==> config.mk <==
export PLATFORM = sky130hd
export DESIGN_NAME = uart_tx_arb
export DESIGN_NICKNAME = d
export VERILOG_FILES = /design/src/rtl/uart_tx_arb.sv
export SDC_FILE = /design/constraint.sdc
export NUM_CORES = 1
export LEC_CHECK = 0
export ABC_AREA = 0
export CORE_MARGIN = 1.5
export CORE_UTILIZATION = 38
export DETAILED_ROUTE_END_ITERATION = 7
export MAX_ROUTING_LAYER = met4
export PLACE_DENSITY_LB_ADDON = 0.3
export SLEW_MARGIN = 20
export SYNTH_ARGS = -nofsm -noshare
export SYNTH_HDL_FRONTEND = slang
export SYNTH_SLANG_ARGS = --single-unit
==> constraint.sdc <==
create_clock -name clk -period 2.4 [get_ports clk]
set_clock_uncertainty 0.05 [all_clocks]
set_input_delay 0.72 -clock clk [delete_from_list [all_inputs] [get_ports clk]]
set_output_delay 0.72 -clock clk [all_outputs]
set_load 0.05 [all_outputs]
==> src/rtl/uart_tx_arb.sv <==
// Two-requester arbiter that feeds one byte at a time into a uart_tx.
// Define UART_TX_ARB_FIXED_PRIO_EN to select fixed priority (req0 wins ties).
// Leave it undefined to select round-robin arbitration.
module uart_tx_arb #(
  parameter int unsigned CLK_FREQ = 12_000_000,
  parameter int unsigned BAUD     = 9_600
) (
  input  logic       clk,
  input  logic       rst,
  input  logic       req0_valid,
  input  logic [7:0] req0_data,
  output logic       req0_ack,
  input  logic       req1_valid,
  input  logic [7:0] req1_data,
  output logic       req1_ack,
  output logic       tx_start,
  output logic [7:0] tx_data,
  input  logic       tx_busy,
  output logic       grant_id,
  output logic       arb_busy
);

  typedef enum logic [1:0] {StIdle, StStart, StWaitBusy, StWaitDone} state_e;

  state_e     state_q, state_d;
  logic [7:0] buf_q, buf_d;
  logic       grant_q, grant_d;
  logic       any_req;
  logic       pick1;

  assign any_req = req0_valid | req1_valid;

`ifdef UART_TX_ARB_FIXED_PRIO_EN
  assign pick1 = ~req0_valid;
`else
  // Requester granted most recently; resets to 1 so requester 0 wins the first tie.
  logic last_q;

  assign pick1 = req1_valid & (~req0_valid | ~last_q);

  always_ff @(posedge clk) begin
    if (rst) begin
      last_q <= 1'b1;
    end else if (req0_ack | req1_ack) begin
      last_q <= pick1;
    end
  end
`endif

  always_comb begin
    state_d  = state_q;
    buf_d    = buf_q;
    grant_d  = grant_q;
    req0_ack = 1'b0;
    req1_ack = 1'b0;
    tx_start = 1'b0;
    unique case (state_q)
      StIdle: begin
        // Acks are gated by rst so a transfer abandoned by reset is never acknowledged.
        if (!rst && !tx_busy && any_req) begin
          buf_d    = pick1 ? req1_data : req0_data;
          grant_d  = pick1;
          req0_ack = ~pick1;
          req1_ack = pick1;
          state_d  = StStart;
        end
      end
      StStart: begin
        tx_start = ~rst;
        state_d  = StWaitBusy;
      end
      StWaitBusy: begin
        if (tx_busy) state_d = StWaitDone;
      end
      StWaitDone: begin
        if (!tx_busy) state_d = StIdle;
      end
      default: state_d = StIdle;
    endcase
  end

  always_ff @(posedge clk) begin
    if (rst) begin
      state_q <= StIdle;
      buf_q   <= 8'h00;
      grant_q <= 1'b0;
    end else begin
      state_q <= state_d;
      buf_q   <= buf_d;
      grant_q <= grant_d;
    end
  end

  assign tx_data  = buf_q;
  assign grant_id = grant_q;
  assign arb_busy = (state_q != StIdle);

endmodule

Word-level counts from Yosys, hierarchy flattened
Index checks and enable logic that the tools add are counted.
W data, S select, Z words.
{"block": "classes", "eq_ne": 6, "n_mux": 10, "bitwise": 8, "n_reduce_logical": 8}
{"operator": "$mux W8", "n": 1}
{"operator": "$pmux W2 S4", "n": 1}
{"operator": "$mux W2", "n": 3}
{"operator": "$ne A2 B2 Y1 const B", "n": 3}
{"operator": "$mux W1", "n": 5}
{"operator": "$eq A2 B2 Y1 const B", "n": 2}
{"operator": "$not A1 Y1", "n": 4}
{"operator": "$or A1 B1 Y1", "n": 3}
{"operator": "$reduce_and A3 Y1", "n": 1}
{"operator": "$eq A2 B1 Y1 const B", "n": 1}
{"operator": "$logic_and A1 B1 Y1", "n": 2}
{"operator": "$logic_not A1 Y1", "n": 2}
{"operator": "$logic_not A2 Y1", "n": 1}
{"operator": "$reduce_and A2 Y1", "n": 1}
{"operator": "$reduce_bool A2 Y1", "n": 1}
{"operator": "$and A1 B1 Y1", "n": 1}
{"block": "totals", "regBits": 12, "input_bits": 21, "output_inout_bits": 13, "word_cells": 36}

Depth between registers and ports, before layout
Gate-level depths: netlist of run 1.
{"block": "depth", "depth_word": 7, "depth_mapped": 7}

Worst setup path before layout of run 1
OpenSTA, ideal clock, no wires.
{"block": "synth_timing", "path_type": "input port to output port", "startpoint": "in rst", "endpoint": "out req0_ack", "arrival_time_ps": 2093, "path_slack_ps": -463, "path_stages": 4, "path_buffers": 1, "cell_sequence": "buf_6 -> or3_1 -> or2_0 -> nor2_1"}
{"block": "synth_via", "elab_chain_len": 5}
{"element": "start, declared", "line": "9", "text": "input logic rst,"}
{"element": "$logic_not A1 Y1", "line": "60", "text": "if (!rst && !tx_busy && any_req) begin"}
{"element": "$logic_and A1 B1 Y1 (2 in a row)", "line": "60"}
{"element": "$mux W1", "line": "60"}
{"element": "$mux W1", "line": "57", "text": "unique case (state_q)"}
{"element": "end, declared", "line": "12", "text": "output logic req0_ack,"}
Every way passes these cells.

Final worst setup path of run 1
Ends and elaborated chain as after synthesis.

==> results by group, run 1 <==
Placed design
  – GP Congestion: 0.771
  – IO buf count: 33
  – Inst Count DP: approximately 130
  – Detail Placement HPWL: between 1000 and 1500 um

Timing
  – RSZ-0062 raised after global routing: true
  – Final Hold Fails: 0
  – Final min period: 2.46 ns
  – Max Fclk: a little over 400 MHz
  – Relative max-transition margin: 0.661
  – Final Hold Slack: 0.419 ns
  – Max-slew violations: 0
  – Setup tns final: -0.0609 ns
  – Tcrit/Tclk final: 1.03
  – Worst setup margin: -0.0609 ns
  – Count of final setup violators: 1
  – Worst-margin pin slew: 0.507 ns

Drt
  – Drt pass-1 iters: 2
  – Initial drt markers: 2
  – Residual DRC: 0
  – WL/cell: 11.4 um
  – Routed Wire Length: roughly 1500 um
  – Vias: around 630
  – Via/cell ratio: 4.71
  – Post-route ant nets: 0

Clock tree
  – # clock sinks: 12
  – Num CTS Buffers: 3
  – Cts hold-fix bufs: 0
  – Clock-pin slew on the worst setup and hold paths: 0.07 ns
  – H-tree depth: 1
  – CTS tree: done
  – Clk_lat worst skew: 0.27 ns
  – CTS root buf: clkbuf_4
  – CTS Buffer Depth: 2

Layout
  – Area delta synth->final: 71.5%
  – Diodes inserted: 0
  – Nets: 136
  – Finished Layout Cells: between 100 and 150
  – Layout cells sized above 1: 0.324

Run status
  – Failing checks: setup timing
  – Outcome: finished with violations

Power
  – Leakage Power: 0.456 nW
  – Peak supply drop: 450 uV
  – Power per standard cell area: 804 mW/mm2

Min path
  – Critical hold path startpoint: last_q
  – Min-Delay Path Depth: 1
  – Worst hold path type: register to register
  – Hold endpoint: last_q

Worst setup path
  – CP endpoint kind: primary output
  – Critical Path, Cell by Cell: buf_6 > or3_4 > or2_4 > nor2_4 > buf_12
  – R2r setup slk: 0.75 ns
  – Critical path class: input pin to primary output
  – Crit path largest cell delay: 0.38 ns
  – Top Family by Delay on Critical Path: simple AND/OR/NAND/NOR gates
  – Crit Path Max Fanout: 2
  – Worst R2R Start: state_q[0]
  – Reg2Reg Depth: 7
  – R2R Path End: grant_id
  – Crit path required time: 1.63 ns
  – Crit path launch type: input pin
  – Max stage delay cell, worst path: or3_4
  – Worst Path Buf+Inv: 2
  – Crit path arrival time: between 1.5 and 2 ns

Floorplanning
  – I/O pins: 34
  – Die Span X: 45.2 um
  – Starting Density: 0.396
  – Site row count: 15
  – Die H: 45.2 um
  – Die area: around 0.0020 mm2
  – Core Footprint: 0.00171 mm2

Global routing
  – Total GRT Usage: 0.158
  – Largest net degree at the start of global routing: 18
  – Vias in the first global route: 547
  – Overflow after GRT: 0
  – First-pass GRT wire length: 2220 um
  – Initial antenna violation count: 0

Yosys
  – Register bit total from synthesis: 12
  – Post-synthesis cell type with the largest combined area: dfxtp_1
  – Synth warn: 0
  – Syn_nets: 93
  – Syn Inst Count: 67
  – Synthesized area per cell: between 10 and 15 um2
  – Top cells by area, synth: dfxtp_1 35%, mux2i_1 16%, ha_1 9.2%
  – Post-Syn Area: 677 um2
  – Synth cell types: 21
  – Seq/Total Area, Yosys: 0.355
  – Share of Yosys cell area claimed by the top area cell type: 0.355

Job
  – Maxcap violations: 0
-- cell families (layout without fill, tap and decap cells) --
kind of cell	count (synthesis)	in the layout	share of synthesized area
simple gates	20	20	0.166
compound gates	12	12	0.161
mux	11	11	0.163
buf+inv	7	48	0.0628
flops	12	12	0.355
fa+ha+maj	5	5	0.0924
-- registers in the layout, indices dropped and copies added (netlist names) --
name	flops
grant_id	1
last_q	1
state_q	2
tx_data	8
-- per-stage QoR --
stage                     setup slack (ns)  cell area [um2]  total power [W]  utilization
after global routing               -0.0785             1160         0.000984        0.680
after floorplan                     -0.115              698         0.000607            -
after detailed placement            -0.497             1120         0.000804        0.654
after global placement              -0.472             1120         0.000794        0.654
final                              -0.0609             1160         0.000933        0.680
after CTS                          -0.0653             1140         0.000936        0.670
-- worst max path at each step --
stage | startpoint | to | slack, ns | cells after the start
global placement | req0_valid | req0_ack | -0.47 | 6
floorplan | rst | req0_ack | -0.11 | 4
global route | rst | req0_ack | -0.08 | 5
finish | rst | req0_ack | -0.06 | 5
detailed placement | req0_valid | req0_ack | -0.50 | 6
CTS | rst | req0_ack | -0.07 | 5
-- synthesized netlist by cell type (all sizes together) --
cell type	count
a211oi	8
and2	1
a221oi	1
buf	3
or2	1
nor4	1
mux2i	11
inv	3
nand2b	3
clkbuf	1
nor2b	2
ha	5
dfxtp	12
a211o	1
o21bai	1
or3	1
a21boi	1
nor2	11
-- layer usage --
| metal | wire (um) | track usage | share of wire |
|---|---|---|---|
| met4 | 12 | 0.0529 | 0.0079 |
| met3 | 93 | 0.0600 | 0.061 |
| met1 | 623 | 0.145 | 0.41 |
| met2 | 792 | 0.294 | 0.52 |
| met5 | 0 | - | 0 |
-- cells in the final DEF, fill, tap and decap left out, drive strengths merged --
cell type,synthesis,routed
clkdlybuf4s50,0,25
buf,3,17
dfxtp,12,12
mux2i,11,11
nor2,11,11
a211oi,8,8
ha,5,5
inv,3,3
nand2b,3,3
clkbuf,1,3
nor2b,2,2
a21boi,1,1
or3,1,1
or2,1,1
nor4,1,1
and2,1,1
a211o,1,1
a221oi,1,1
o21bai,1,1
-- power by group --
part / switching [W] / internal, W
Combinational: 0.000294 / 0.000244
Sequential: 0.0000289 / 0.000242
Clock: 0.0000660 / 0.0000581
-- layout make-up --
class	count	area, um2
Fill cell	135	547
Sequential cell	12	243
Inverter	3	11.3
Tap cell	25	31.3
Timing Repair Buffer	42	437
Multi-Input combinational cell	48	417
Clock buffer	3	22.5
-- what timing repair did --
item	4_1_cts	5_1_grt
pin swaps	5	2
setup endpoints to repair	3	2
gates resized for setup	22	3
setup buffers	1	1
gates cloned	0	0
No activity file was read; power rests on OpenSTA's default activity.
==> inputs of run 2 (changes only) <==
- CORE_UTILIZATION: 38 -> 35
- SKIP_LAST_GASP: unset -> 1
- SLEW_MARGIN: 20 -> unset
- clock period: 2.4 -> 2.1 ns (I/O delays scaled with it)
==> run 2 against run 1 <==
Against the previous run: the flow still finishes with violations (setup timing); critical path type unchanged; largest power group unchanged; wire length increased by 10%; setup slack got worse by 0.13 ns; clock power increased by 50%; total power increased by 19%.
==> results by group, run 2 (same netlist as run 1, synthesis figures left out) <==
Power
  – Flop pwr share: 0.276 (-0.014)
  – Power per standard cell area: 971 mW/mm2 (+21%)
  – Clock group share of total power: 0.167 (+0.034)
  – Gate power share: 0.557 (-0.020)
  – Peak supply drop: 557 uV (+24%)
  – Internal Power: 0.000651 W (+20%)
  – Leakage Power: 0.477 nW (+4.6%)
  – Net switching power: 0.000463 W (+19%)
  – Net Sw Frac: 0.416 (-0.00113)

Layout
  – Diodes inserted: 0 (unchanged)
  – Number of flip-flops in the largest register: 8 (unchanged)
  – Fin area: 0.00115 mm2 (-1.2%)
  – Most common cell after layout, fill and taps aside: buf_4
  – Nets: 136 (unchanged)
  – Area delta synth->final: 69.5%
  – Most frequent cells in the layout: 18 x buf_4, 16 x clkdlybuf4s50_1, 12 x dfxtp_1, 11 x mux2i_1, 9 x nor2_1
  – Layout cells sized above 1: 0.394 (+0.0704)
  – Fillers: 156 (+16%)

Global routing
  – GR Util met2: 0.312 (+0.0180)
  – Vias in the first global route: 597 (+9.1%)
  – GRT busiest layer: met2
  – Met3 GRT Util: 0.0269 (-0.0331)
  – Routing usage on met1: 0.182 (+0.0365)
  – Total GRT Usage: 0.173 (+0.0153)
  – Overflow after GRT: 0 (unchanged)
  – First-pass GRT wire length: 2560 um (+15%)
  – Largest net degree at the start of global routing: 18 (unchanged)
  – Initial antenna violation count: 0 (unchanged)

Timing
  – Final min period: about 2.3 ns
  – RSZ-0062 raised after global routing: true
  – Setup tns final: -0.302 ns (-0.241 ns)
  – Max-slew violations: 0 (unchanged)
  – Worst setup margin: -0.188 ns (-0.128 ns)
  – Tcrit/Tclk final: 1.09
  – Worst-margin pin slew: 0.331 ns (-0.176 ns)
  – Relative max-transition margin: 0.779 (+0.119)
  – Max Fclk: about 440 MHz
  – Count of final setup violators: 2 (+1)
  – Final Hold Fails: 0 (unchanged)

Floorplanning
  – Die Span X: 47.0 um (+3.9%)
  – Die H: 47.0 um (+3.9%)
  – Starting Density: 0.384 (-0.0126)
  – I/O pins: 34 (unchanged)
  – Die area: 0.00221 mm2 (+8.0%)
  – Site row count: 15 (unchanged)
  – Core Footprint: 0.00176 mm2 (+3.3%)

Job
  – Maxcap violations: 0 (unchanged)

Worst setup path
  – CP endpoint kind: primary output
  – Crit path launch type: input pin
  – Worst R2R Start: state_q[0]
  – Crit path arrival time: 1.61 ns (-0.08 ns)
  – R2r setup slk: 0.49 ns (-0.26 ns)
  – Crit Path Max Fanout: 2 (unchanged)
  – Crit path required time: 1.42 ns (-0.21 ns)
  – Reg2Reg Depth: 7 (unchanged)
  – Worst setup path startpoint: rst
  – R2R Path End: grant_id
  – Critical path class: input pin to primary output

Min path
  – Worst hold path type: register to register
  – Critical hold path startpoint: last_q
  – Min-Delay Path Depth: 1 (unchanged)
  – Hold endpoint: last_q

Clock tree
  – Num CTS Buffers: 3 (unchanged)
  – Clock-pin slew on the worst setup and hold paths: 0.08 ns (about the same)
  – H-tree depth: 1 (unchanged)
  – # clock sinks: 12 (unchanged)
  – CTS Buffer Depth: 2 (unchanged)
  – Clk_lat worst skew: 0.27 ns (about the same)
  – CTS tree: done
  – CTS root buf: clkbuf_4

Drt
  – Routed Wire Length: 1680 um (+10%)
  – Drt pass-1 iters: 4 (+2)
  – Vias: 649 (+3.5%)
  – WL/cell: 12.5 um (+9.6%)
  – Via/cell ratio: 4.84 (+2.7%)
  – Initial drt markers: 6 (+4)
  – Post-route ant nets: 0 (unchanged)
  – Residual DRC: 0 (unchanged)

Placed design
  – Detail Placement HPWL: 1240 um (+4.7%)
  – GP Congestion: 0.778 (+0.93%)
  – Placed Area: 0.00109 mm2 (-2.0%)
  – IO buf count: 33 (unchanged)

Run status
  – Failing checks: setup timing
  – Outcome: finished with violations
==> run 2: changes by cell type in the layout (fill, tap and decap cells not counted) <==
cell / delta
buf_4: +9
buf_2: +2
clkdlybuf4s50_1: -9
dfxtp_1: +2
ha_2: -1
ha_4: +1
clkbuf_8: +1
dfxtp_2: -2
buf_6: -2
==> run 2: final cells by class <==
type / count / area (um2) / share of cell area
Tap cell: 25 / 31.3 / 0.0273
Multi-Input combinational cell: 48 / 427 / 0.372
Clock buffer: 4 / 36.3 / 0.0316
Inverter: 3 / 11.3 / 0.00981
Sequential cell: 12 / 240 / 0.209
Timing Repair Buffer: 42 / 402 / 0.350
==> run 2: repair_timing <==
action	in CTS	in global routing
hold buffers	0	0
setup endpoints to repair	3	2
setup buffers	2	0
pin swaps	4	1
gates resized for setup	21	1
==> run 2: worst max-delay path by stage <==
stage,endpoint,depth (start not counted)
2_1_floorplan,req0_ack,4
3_5_place_dp,req0_ack,6
6_report,req0_ack,5
4_1_cts,req0_ack,5
5_1_grt,req0_ack,5
3_3_place_gp,req0_ack,6
==> run 2: metrics by stage <==
stage / total power, W / cells / utilization / hold WS [ns] / setup slack (ns)
2_1_floorplan: 0.000693 / 67 / - / 0.381 / -0.235
3_3_place_gp: 0.000899 / 128 / 0.621 / 0.410 / -0.593
3_5_place_dp: 0.000911 / 128 / 0.621 / 0.405 / -0.628
4_1_cts: 0.00112 / 134 / 0.650 / 0.424 / -0.181
5_1_grt: 0.00118 / 134 / 0.650 / 0.442 / -0.216
6_report: 0.00111 / 134 / 0.650 / 0.420 / -0.188
==> run 2: routing by layer <==
metal / share of wire / vias up
li1: - / 322
met4: 0.013 / 0
met5: 0 / -
met2: 0.57 / 24
met1: 0.36 / 299
met3: 0.064 / 4
==> run 2: critical path, stage by stage <==
cell	delay, ns
buf_6	0.10
or3_4	0.38
or2_4	0.25
nor2_4	0.10
buf_12	0.14
==> run 2: power groups by stage <==
stage | clock [W] | combinational (W) | sequential (W)
2_1_floorplan | 0 | 0.000297 | 0.000396
3_3_place_gp | 0 | 0.000591 | 0.000308
3_5_place_dp | 0 | 0.000601 | 0.000310
4_1_cts | 0.000188 | 0.000626 | 0.000306
5_1_grt | 0.000200 | 0.000661 | 0.000314
6_report | 0.000186 | 0.000620 | 0.000307
==> inputs of run 3 (changes only) <==
- CORE_UTILIZATION: 35 -> 36
- CTS_BUF_LIST: unset -> sky130_fd_sc_hd__clkbuf_8
==> run 3 against run 2 <==
Against the previous run: the flow still finishes with violations (setup timing); first-iteration DRC count shrank 100%; critical path depth is the same; die area shrank 2.6%.
==> results by group, run 3 (same netlist as run 1, synthesis figures left out) <==
Run status
  – Outcome: finished with violations
  – Failing checks: setup timing

Drt
  – Vias: 627 (-3.4%)
  – Drt pass-1 iters: 1 (-3)
  – Initial drt markers: 0 (-6)
  – Post-route ant nets: 0 (unchanged)
  – Residual DRC: 0 (unchanged)
  – Routed Wire Length: 1580 um (-6.2%)
  – Via/cell ratio: 4.68 (-3.4%)
  – WL/cell: 11.8 um (-6.2%)

Placed design
  – Placed Area: 0.00109 mm2 (unchanged)
  – Inst Count DP: 128 (unchanged)
  – GP Congestion: 0.773 (-0.75%)
  – Detail Placement HPWL: 1240 um (-0.13%)
  – IO buf count: 33 (unchanged)

Worst setup path
  – Reg2Reg Depth: 8 (+1)
  – Crit path arrival time: 1.60 ns (about the same)
  – Worst R2R Start: state_q[0]
  – R2r setup slk: 0.47 ns (-0.02 ns)
  – Top Family by Delay on Critical Path: simple AND/OR/NAND/NOR gates
  – Crit path largest cell delay: 0.38 ns (about the same)
  – Critical path class: input pin to primary output
  – Worst Path Buf+Inv: 2 (unchanged)
  – Critical Path, Cell by Cell: buf_6 > or3_4 > or2_4 > nor2_4 > buf_12
  – Crit path launch type: input pin
  – Crit Path Max Fanout: 2 (unchanged)
  – R2R Path End: tx_data[4]
  – Max stage delay cell, worst path: or3_4
  – Crit path required time: 1.42 ns (about the same)
  – CP endpoint kind: primary output

Clock tree
  – Num CTS Buffers: 3 (unchanged)
  – CTS root buf: clkbuf_8
  – Cts hold-fix bufs: 0 (unchanged)
  – CTS tree: done
  – # clock sinks: 12 (unchanged)
  – H-tree depth: 1 (unchanged)
  – Clock-pin slew on the worst setup and hold paths: 0.05 ns (-0.03 ns)
  – CTS Buffer Depth: 2 (unchanged)
  – Clk_lat worst skew: 0.24 ns (-0.03 ns)

Timing
  – Tcrit/Tclk final: 1.09 (-0.00279)
  – Max Fclk: 438 MHz (+0.26%)
  – RSZ-0062 raised after global routing: true
  – Final min period: 2.28 ns (-0.00585 ns)
  – Worst-margin pin slew: 0.328 ns (-0.00342 ns)
  – Count of final setup violators: 2 (unchanged)
  – Worst setup margin: -0.183 ns (+0.00585 ns)
  – Relative max-transition margin: 0.782 (+0.00228)
  – Final Hold Fails: 0 (unchanged)
  – Max-slew violations: 0 (unchanged)

Power
  – Power per standard cell area: 987 mW/mm2 (+1.7%)
  – Peak supply drop: 646 uV (+16%)
  – Flop pwr share: 0.263 (-0.013)
  – Net Sw Frac: 0.392 (-0.0231)
  – Internal Power: 0.000724 W (+11%)
  – Clock group share of total power: 0.207 (+0.040)
  – Leakage Power: 0.497 nW (+4.3%)
  – Net switching power: 0.000467 W (+0.96%)
  – Gate power share: 0.530 (-0.027)

Global routing
  – Total GRT Usage: 0.157 (-0.0169)
  – Initial antenna violation count: 0 (unchanged)
  – Routing usage on met1: 0.160 (-0.0214)
  – GRT busiest layer: met2
  – Met3 GRT Util: 0.0627 (+0.0358)
  – Vias in the first global route: 566 (-5.2%)
  – Overflow after GRT: 0 (unchanged)
  – GR Util met2: 0.278 (-0.0346)
  – Largest net degree at the start of global routing: 18 (unchanged)
  – First-pass GRT wire length: 2320 um (-9.4%)

Floorplanning
  – Core Footprint: 0.00175 mm2 (-1.1%)
  – Starting Density: 0.388 (+0.00413)
  – I/O pins: 34 (unchanged)
  – Die area: 0.00215 mm2 (-2.6%)
  – Die Span X: 46.4 um (-1.3%)
  – Site row count: 15 (unchanged)
  – Die H: 46.4 um (-1.3%)

Min path
  – Critical hold path startpoint: last_q
  – Min-Delay Path Depth: 1 (unchanged)
  – Hold endpoint: last_q
  – Worst hold path type: register to register

Layout
  – Diodes inserted: 0 (unchanged)
  – Nets: 136 (unchanged)
  – Multi-input gate area: 432 um2 (+1.2%)
  – Fin area: 0.00121 mm2 (+5.1%)
  – Area delta synth->final: 78.2%
  – Layout cells sized above 1: 0.413 (+0.0183)
  – Number of flip-flops in the largest register: 8 (unchanged)
  – Sequential cell area: 243 um2 (+1.0%)
  – Fillers: 134 (-14%)
  – Finished Layout Cells: 134 (unchanged)
  – Most frequent cells in the layout: 16 x clkdlybuf4s50_1, 16 x buf_4, 11 x mux2i_1, 10 x dfxtp_1, 9 x nor2_1

Job
  – Maxcap violations: 0 (unchanged)
==> run 3: cell types whose count changed in the layout (fill, tap and decap cells not counted), moves of 2 or more <==
cell	previous run	this run
dfxtp_2	0	2
dfxtp_1	12	10
buf_4	18	16
buf_6	1	5
clkbuf_8	1	4
clkbuf_4	3	0
buf_2	3	0
==> run 3: power by group through the flow <==
stage | sequential, W | combinational, W | clock [W]
floorplan | 0.000396 | 0.000297 | 0
global placement | 0.000307 | 0.000591 | 0
detailed placement | 0.000309 | 0.000608 | 0
CTS | 0.000313 | 0.000638 | 0.000254
global route | 0.000319 | 0.000670 | 0.000264
finish | 0.000313 | 0.000631 | 0.000247
==> run 3: final cells by class <==
cell class / count / area share
multi-input cells: 48 / 0.358
repair buffers: 42 / 0.358
flip-flops and latches: 12 / 0.201
clock buffers: 4 / 0.0456
well taps: 25 / 0.0259
inverters: 3 / 0.0114
==> run 3: through the flow <==
step           hold slack, ns  setup slack [ns]  power (W)   util  TNS, ns
2_1_floorplan           0.381            -0.235   0.000693      -   -0.339
3_3_place_gp            0.406            -0.593   0.000898  0.627    -3.09
4_1_cts                 0.419            -0.191    0.00120  0.691   -0.208
3_5_place_dp            0.404            -0.633   0.000917  0.627    -3.38
6_report                0.417            -0.183    0.00119  0.691   -0.197
5_1_grt                 0.431            -0.203    0.00125  0.691   -0.269
==> run 3: worst max-delay path by stage <==
stage               startpoint        to  slack (ns)  cells after the start
floorplan                  rst  req0_ack       -0.23                      4
global placement    req0_valid  req0_ack       -0.59                      6
detailed placement  req0_valid  req0_ack       -0.63                      6
CTS                        rst  req0_ack       -0.19                      5
global route               rst  req0_ack       -0.20                      5
finish                     rst  req0_ack       -0.18                      5
==> run 3: timing repair <==
item,in CTS,in global routing
hold endpoints to repair,0,0
endpoints found under the setup margin,3,2
resized for setup,32,0
pin swaps,5,1
buffers inserted,2,0
==> run 3: metal layers <==
metal	wire, um	part of all wire
met1	608	0.39
met2	859	0.55
met3	107	0.068
met4	0	0
met5	0	0
